==> config.mk <==
export PLATFORM = sky130hd
export DESIGN_NAME = ternary_serial_sub
export DESIGN_NICKNAME = d
export VERILOG_FILES = /design/src/rtl/ternary_pkg.sv /design/src/rtl/trit_sub_cell.sv /design/src/rtl/ternary_serial_sub.sv
export SDC_FILE = /design/constraint.sdc
export NUM_CORES = 1
export LEC_CHECK = 0
export ABC_AREA = 1
export BUFFER_PORTS_ARGS = -buffer_cell sky130_fd_sc_hd__buf_2
export CELL_PAD_IN_SITES_DETAIL_PLACEMENT = 1
export CELL_PAD_IN_SITES_GLOBAL_PLACEMENT = 1
export CORE_MARGIN = 3
export CORE_UTILIZATION = 41
export DETAILED_ROUTE_END_ITERATION = 12
export PLACE_DENSITY_LB_ADDON = 0.1
export RECOVER_POWER = 100
export SLEW_MARGIN = 20
export SYNTH_ARGS = -nofsm -noshare
export SYNTH_HDL_FRONTEND = slang
export SYNTH_SLANG_ARGS = --single-unit
==> constraint.sdc <==
create_clock -name clk -period 2.7 [get_ports clk]
set_input_delay 0.135 -clock clk [delete_from_list [all_inputs] [get_ports clk]]
set_output_delay 0.135 -clock clk [all_outputs]
set_load 0.1 [all_outputs]
==> src/rtl/ternary_pkg.sv <==
`default_nettype none
// ============================================================================
// Module      : ternary_pkg
// Description : Shared trit type and encodings for the serial ternary subtractor.
// Revision    : 1.0 - initial release
// ============================================================================
package ternary_pkg;

    typedef logic [1:0] trit_t;

    localparam trit_t T0 = 2'b00;
    localparam trit_t T1 = 2'b01;
    localparam trit_t T2 = 2'b10;
    localparam trit_t TX = 2'b11;

endpackage
`default_nettype wire

==> src/rtl/trit_sub_cell.sv <==
`default_nettype none
// ============================================================================
// Module      : trit_sub_cell
// Description : One-digit ternary subtractor d = (a - b - borrow_in) mod 3.
// Revision    : 1.0 - initial release
// ============================================================================
module trit_sub_cell
    import ternary_pkg::*;
(
    input  trit_t a,
    input  trit_t b,
    input  logic  borrow_in,
    output trit_t d,
    output logic  borrow_next,
    output logic  illegal
);

    // Biased by +3 so the difference stays non-negative: 0..2 means a borrow.
    logic [2:0] w_sum;

    assign illegal = (a == TX) || (b == TX);
    assign w_sum   = {1'b0, a} + 3'd3 - {1'b0, b} - {2'b00, borrow_in};

    always_comb begin
        d           = T0;
        borrow_next = 1'b0;
        if (!illegal) begin
            case (w_sum)
                3'd0:    begin d = T0; borrow_next = 1'b1; end
                3'd1:    begin d = T1; borrow_next = 1'b1; end
                3'd2:    begin d = T2; borrow_next = 1'b1; end
                3'd3:    begin d = T0; borrow_next = 1'b0; end
                3'd4:    begin d = T1; borrow_next = 1'b0; end
                3'd5:    begin d = T2; borrow_next = 1'b0; end
                default: begin d = T0; borrow_next = 1'b0; end
            endcase
        end
    end

endmodule
`default_nettype wire

==> src/rtl/ternary_serial_sub.sv <==
`default_nettype none
// ============================================================================
// Module      : ternary_serial_sub
// Description : Trit-serial ternary subtractor, LS trit first, one-entry
//               registered output stage with valid/ready handshake.
// Revision    : 1.0 - initial release
// ============================================================================
module ternary_serial_sub
    import ternary_pkg::*;
#(
    parameter int MAX_TRITS = 9
) (
    input  logic       clk,
    input  logic       rst_n,
    input  logic       in_valid,
    output logic       in_ready,
    input  logic       in_first,
    input  logic       in_last,
    input  logic [1:0] a_trit,
    input  logic [1:0] b_trit,
    output logic       out_valid,
    input  logic       out_ready,
    output logic [1:0] d_trit,
    output logic       out_last,
    output logic       borrow_out,
    output logic       err,
    output logic       ovf
);

    localparam int                c_cnt_w   = $clog2(MAX_TRITS + 1);
    localparam logic [c_cnt_w-1:0] c_cnt_one = c_cnt_w'(1);
    localparam logic [c_cnt_w-1:0] c_cnt_max = c_cnt_w'(MAX_TRITS);

    localparam logic [0:0] c_st_idle = 1'b0;
    localparam logic [0:0] c_st_busy = 1'b1;

    logic [0:0]         r_state;
    logic [0:0]         w_state_next;
    logic [c_cnt_w-1:0] r_count;
    logic [c_cnt_w-1:0] w_count_next;
    logic               r_borrow;

    logic               r_out_valid;
    trit_t              r_d;
    logic               r_last;
    logic               r_borrow_out;
    logic               r_err;
    logic               r_ovf;

    logic               w_accept;
    logic               w_first;
    logic               w_borrow_in;
    logic               w_ovf;
    logic               w_term;
    trit_t              w_d;
    logic               w_bn;
    logic               w_illegal;

    assign in_ready   = !r_out_valid || out_ready;
    assign w_accept   = in_valid && in_ready;

    assign out_valid  = r_out_valid;
    assign d_trit     = r_d;
    assign out_last   = r_last;
    assign borrow_out = r_borrow_out;
    assign err        = r_err;
    assign ovf        = r_ovf;

    trit_sub_cell u_cell (
        .a           (a_trit),
        .b           (b_trit),
        .borrow_in   (w_borrow_in),
        .d           (w_d),
        .borrow_next (w_bn),
        .illegal     (w_illegal)
    );

    always_ff @(posedge clk or negedge rst_n) begin
        if (!rst_n) begin
            r_state <= c_st_idle;
        end else begin
            r_state <= w_state_next;
        end
    end

    always_comb begin
        w_state_next = r_state;
        case (r_state)
            c_st_idle: if (w_accept && !w_term) w_state_next = c_st_busy;
            c_st_busy: if (w_accept && w_term)  w_state_next = c_st_idle;
            default:   w_state_next = c_st_idle;
        endcase
    end

    // A beat arriving with no word open starts one, whatever in_first says.
    always_comb begin
        w_first      = in_first || (r_state == c_st_idle);
        w_borrow_in  = w_first ? 1'b0 : r_borrow;
        w_count_next = w_first ? c_cnt_one : (r_count + c_cnt_one);
        w_ovf        = (w_count_next == c_cnt_max) && !in_last;
        w_term       = in_last || w_ovf;
    end

    always_ff @(posedge clk or negedge rst_n) begin
        if (!rst_n) begin
            r_count  <= '0;
            r_borrow <= 1'b0;
        end else if (w_accept) begin
            r_count  <= w_term ? '0   : w_count_next;
            r_borrow <= w_term ? 1'b0 : w_bn;
        end
    end

    always_ff @(posedge clk or negedge rst_n) begin
        if (!rst_n) begin
            r_out_valid  <= 1'b0;
            r_d          <= T0;
            r_last       <= 1'b0;
            r_borrow_out <= 1'b0;
            r_err        <= 1'b0;
            r_ovf        <= 1'b0;
        end else if (w_accept) begin
            r_out_valid  <= 1'b1;
            r_d          <= w_d;
            r_last       <= w_term;
            r_borrow_out <= w_term && w_bn;
            r_err        <= w_illegal;
            r_ovf        <= w_ovf;
        end else if (out_ready) begin
            r_out_valid  <= 1'b0;
        end
    end

endmodule
`default_nettype wire
# Yosys cells after proc, flatten, opt, wreduce, memory -nomap -nowiden
# Index checks and enable logic that the tools add are counted.
[totals]
latchBits = 0
romBits = 0
input_bits = 10
ramBits = 0
register_bits = 13
word_cells = 51
n_memories = 0
[op_classes]
reduce_logical = 17
addsub = 4
bitwise = 1
n_mul = 0
n_eq_ne = 7
n_lt_le_gt_ge = 0
shift = 0
div_mod_pow = 0
n_mux = 13
[ops]
columns = ["operator", "n"]
rows = [
  ["1-bit two-way mux", 8],
  ["4-bit two-way mux", 2],
  ["3-bit == test (second input constant)", 2],
  ["1-bit logical AND", 5],
  ["4-bit by 1-bit adder with 4-bit output (second input constant)", 1],
  ["2-bit == test (second input constant)", 2],
  ["4-bit == test (second input constant)", 1],
  ["1-bit logical OR", 4],
  ["2-bit one-hot mux with 2 select lines", 1],
  ["2-bit OR reduction", 2],
  ["2-bit by 2-bit adder with 3-bit output (second input constant)", 1],
  ["3-bit by 1-bit == test with 1-bit output (second input constant)", 1],
  ["3-bit by 2-bit == test with 1-bit output (second input constant)", 1],
  ["1-bit logical NOT", 3],
  ["3-bit logical NOT", 1],
  ["3-bit OR reduction", 1],
  ["3-bit by 1-bit subtractor with 3-bit output", 1],
  ["3-bit by 2-bit subtractor with 3-bit output", 1],
  ["2-bit two-way mux", 1],
  ["1-bit one-hot mux with 2 select lines", 1],
  ["2-bit nonzero test", 1],
  ["1-bit NOT", 1],
]

# Depth between registers and ports, before layout
[logic_depth]
ltp_word = 10
mapped_depth = 11

# Hierarchy
# From an unflattened synthesis, not the netlist that was laid out.
[hier_totals]
cells_unflattened = 112
hier_area_um2 = 825.8
[modules_own_cells]
columns = ["mod", "cells_per_inst", "instances", "area_per_inst_um2", "seq_area_each_um2"]
rows = [
  ["ternary_serial_sub", 76, 1, 638.1, 325.3],
  ["trit_sub_cell", 36, 1, 187.7, 0.0],
]

# Least setup slack after synthesis
# No wires, ideal clock.
[synth_timing]
path_kind = "flip-flop to flip-flop"
start = "register r_out_valid (netlist: out_valid)"
end = "register r_err (netlist: err)"
arrival_ns = 2.106
n_path_buf = 1
setup_slack_ns = 0.473
period_less_slack_ns = 2.227
setup_time_ns = 0.120
stages_incl_launch_ff = 6
path_cell_list = "dfrtp_1 nand2_2 nand2_1 buf_6 inv_1 o21a_1"
[synth_via]
elab_chain_len = 3
[synth_lines]
columns = ["element", "line_no", "rtl"]
rows = [
  ["start, declared", "ternary_serial_sub.sv:43", "logic r_out_valid;"],
  ["start signal, assigned", "ternary_serial_sub.sv:116", "r_out_valid <= 1'b0;"],
  ["start signal, assigned", "ternary_serial_sub.sv:123", "r_out_valid <= 1'b1;"],
  ["start signal, assigned", "ternary_serial_sub.sv:130", "r_out_valid <= 1'b0;"],
  ["1-bit logical NOT", "ternary_serial_sub.sv:59", "assign in_ready = !r_out_valid || out_ready;"],
  ["1-bit logical OR", "ternary_serial_sub.sv:59", ""],
  ["named net in_ready", "ternary_serial_sub.sv:16", "output logic in_ready,"],
  ["1-bit logical AND", "ternary_serial_sub.sv:60", "assign w_accept = in_valid && in_ready;"],
  ["end signal, assigned", "ternary_serial_sub.sv:127", "r_err <= w_illegal;"],
  ["end, declared", "ternary_serial_sub.sv:47", "logic r_err;"],
]
# The timed path passes the listed nets, and every way through them passes these cells.
# A chain may end at the register's enable or synchronous reset.

==> key figures <==
Global route
  – Grt total ovfl: 0
  – Initial antenna violation count: 0
  – GR Util All Layers: 17.1%
  – Wire length of the first global-routing pass: 3250 um
  – Vias in the first global route: 741
  – Pin count of the biggest net entering global routing: 14

Layout
  – Final Cell Area: 883 um^2
  – Antenna cell count: 0
  – NumNets Final: 128
  – Area delta synth->final: 12.8%
  – Core Util, Final: 50.1%
  – Layout cells sized above 1: 16.1%

Yosys
  – Synth top area share: 41.5%
  – Synth top area cells: dfrtp_1 42%, nand2_1 11%, inv_1 6.7%
  – Post-Syn Area: 783 um^2
  – Syn Area/Cell: 8.61 um^2
  – YS warnings: 0
  – Post-synthesis cell count: 91
  – Seq/Total Area, Yosys: 41.5%
  – Syn nets: 106
  – Synth cell types: 22
  – Cell taking the most area after synthesis: dfrtp_1
  – FF+latch count, synth: 13

Die
  – Core area: 1760 um^2
  – Site Rows: 15
  – Initial core utilization: 44.4%
  – Die X: 49.7 um
  – # IOs: 18
  – Die area: 2470 um^2
  – Die Height: 49.7 um

Clocking
  – Root Buffer: clkbuf_4
  – Post-CTS setup buffers: 0
  – Bufs on Longest Clock Path: 2
  – Clock slew at reported path FFs: 80 ps
  – Worst skew pair latency: 270 ps
  – Clock buffer count from CTS: 3
  – CTS tree: yes
  – H-tree depth: 1
  – Post-CTS sizing: 0
  – Clock tree sinks: 13

Drt
  – Final ANT Viol Nets: 0
  – Vias per Instance: 4.77
  – Detailed Routing Iterations Pass 1: 2
  – Iter 0 DRT Violations: 4
  – WL final: 1670 um
  – # DRC: 0
  – DR vias: 653
  – WL/cell: 12.2 um

Critical path
  – Crit Path Category: reg2reg
  – Cell count of the worst reg-to-reg path: 10
  – Critical Path End Type: register
  – Largest delay share family, worst path: adder cells
  – Slowest library cell on the worst path: fa_1
  – Critical Path AT: 2250 ps
  – R2R Path End: d_trit[1]$_DFFE_PN0P_
  – WP data required: 2850 ps
  – CP endpoint: d_trit[1]$_DFFE_PN0P_
  – Buf/Inv on CP: 3
  – Critical path depth in cells: 10
  – CP peak stage delay: 440 ps
  – Slack of the worst reg-to-reg path: 610 ps
  – CP cell instances: inv_1 > nor2_1 > nand2_1 > ha_1 > inv_1 > fa_1 > inv_1 > o21ai_0 > o21ai_0 > o21ai_0
  – Critical path fanouts, max: 6
  – Crit path launch type: register

Timing
  – Max Fclk: 478 MHz
  – Post-layout min period: 2090 ps
  – Setup TNS: 0 ps
  – Clock Skews: 3.60 ps
  – Final setup viols: 0
  – Slew headroom: 22.3%
  – Final Hold Fails: 0
  – Tcrit/Tclk final: 77.6%
  – RSZ-0062 raised after global routing: no
  – Worst slew pin tran: 1170 ps
  – Slew Limit Fails: 0

Worst hold path
  – HP Start: out_ready
  – HP Class: in2reg

Power and ir drop
  – PD cells: 645 nW/um^2
  – Pleak: 0.000449 uW
  – Max VDD drop: 243 uV

Flow run
  – Max Cap Viol: 0

Place
  – Placer Congestion: 0.724
  – Dpl cell area: 888 um^2
  – Placed wire-length estimate: 1330 um
  – IO buf count: 17

Status
  – Status: finished, final reports clean
## sequential cells by signal, indices dropped and copies added (netlist names), named ones only
signal      flops
out_valid       1
ovf             1
r_borrow        1
out_last        1
borrow_out      1
err             1
d_trit          2
r_count         4
## per-stage QoR
stage	hold WS (ps)	instances	total power, uW	setup WS (ps)
after global routing	198	137	608	357
after floorplan	-161	91	422	473
after detailed placement	39.9	132	469	724
final	155	137	570	606
after global placement	39.0	132	462	822
after CTS	125	137	590	747
## routing by layer
| metal | routed length, um | track usage [%] | vias up | part of all wire [%] |
|---|---|---|---|---|
| li1 | - | - | 328 | - |
| met1 | 761 | 21.4 | 300 | 46 |
| met2 | 764 | 28.4 | 20 | 46 |
| met3 | 115 | 4.53 | 5 | 6.9 |
| met4 | 27 | 5.53 | 0 | 1.6 |
| met5 | 0 | 0 | - | 0 |
## cell usage after synthesis, drive strengths merged
master / instances
nor2: 6
o21ai: 12
ha: 4
o22ai: 1
inv: 16
o21a: 2
dfrtp: 13
nand2: 26
or2: 1
buf: 1
nand3: 6
xnor2: 1
nor3: 1
fa: 1
## tightest hold or removal path, stage by stage
cell and delay, ps:
buf_2 80, inv_1 30, nand2_1 90, nand2_1 60
## layout make-up
type / instances / area (um^2)
fill: 241 / 881
multi-input combinational: 61 / 357
sequential: 13 / 325
timing repair buffer: 18 / 83.8
inverter: 16 / 60.1
tap: 25 / 31.3
clock buffer: 4 / 26.3
## report_power, final
part           internal [uW]  switching (uW)
clock network           57.2            60.7
registers                215            13.5
logic                   43.0             180
total                    316             254
## worst min path at each step
| stage | to | depth (start not counted) | slack (ps) |
|---|---|---|---|
| 2_1_floorplan | asynchronous set/reset pin | 0 | -160 |
| 3_3_place_gp | d_trit[1]$_DFFE_PN0P_ | 1 | 40 |
| 3_5_place_dp | d_trit[0]$_DFFE_PN0P_ | 1 | 40 |
| 4_1_cts | out_valid$_DFFE_PN0P_ | 4 | 130 |
| 5_1_grt | out_valid$_DFFE_PN0P_ | 4 | 200 |
| 6_report | out_valid$_DFFE_PN0P_ | 4 | 160 |
## repair_timing
action                                  in CTS  in global routing
hold endpoints to repair                    13                  0
hold buffers                                 1                  0
endpoints found under the setup margin       0                  0
## placed cells by master (no fill, tap or decap)
| cell | count |
|---|---|
| clkbuf_1 | 10 |
| nand2_1 | 23 |
| inv_1 | 15 |
| o21ai_0 | 10 |
| nand3_1 | 4 |
| o21ai_1 | 2 |
| buf_2 | 8 |
| nor2_1 | 5 |
| nor2_4 | 1 |
| ha_1 | 4 |
| dlygate4sd3_1 | 1 |
| fa_1 | 1 |
| nor3_1 | 1 |
| o22ai_1 | 1 |
| xnor2_1 | 1 |
| nand2_2 | 1 |
| clkbuf_4 | 3 |
| nand2_4 | 2 |
| or2_0 | 1 |
| inv_2 | 1 |
| nand3_2 | 2 |
| o21a_1 | 2 |
| dfrtp_1 | 13 |
## cell families (layout without fill, tap and decap cells)
kind of cell             Yosys count  after routing  share of synthesized area, %
adder cells (fa/ha/maj)            5              5                          8.95
buffers and inverters             17             38                          9.11
AND/OR/NAND/NOR                   40             40                          28.4
XOR/XNOR                           1              1                          1.12
flip-flops                        13             13                          41.5
AO/OA/AOI/OAI                     15             15                          10.9
No activity file was read; power rests on OpenSTA's default activity.
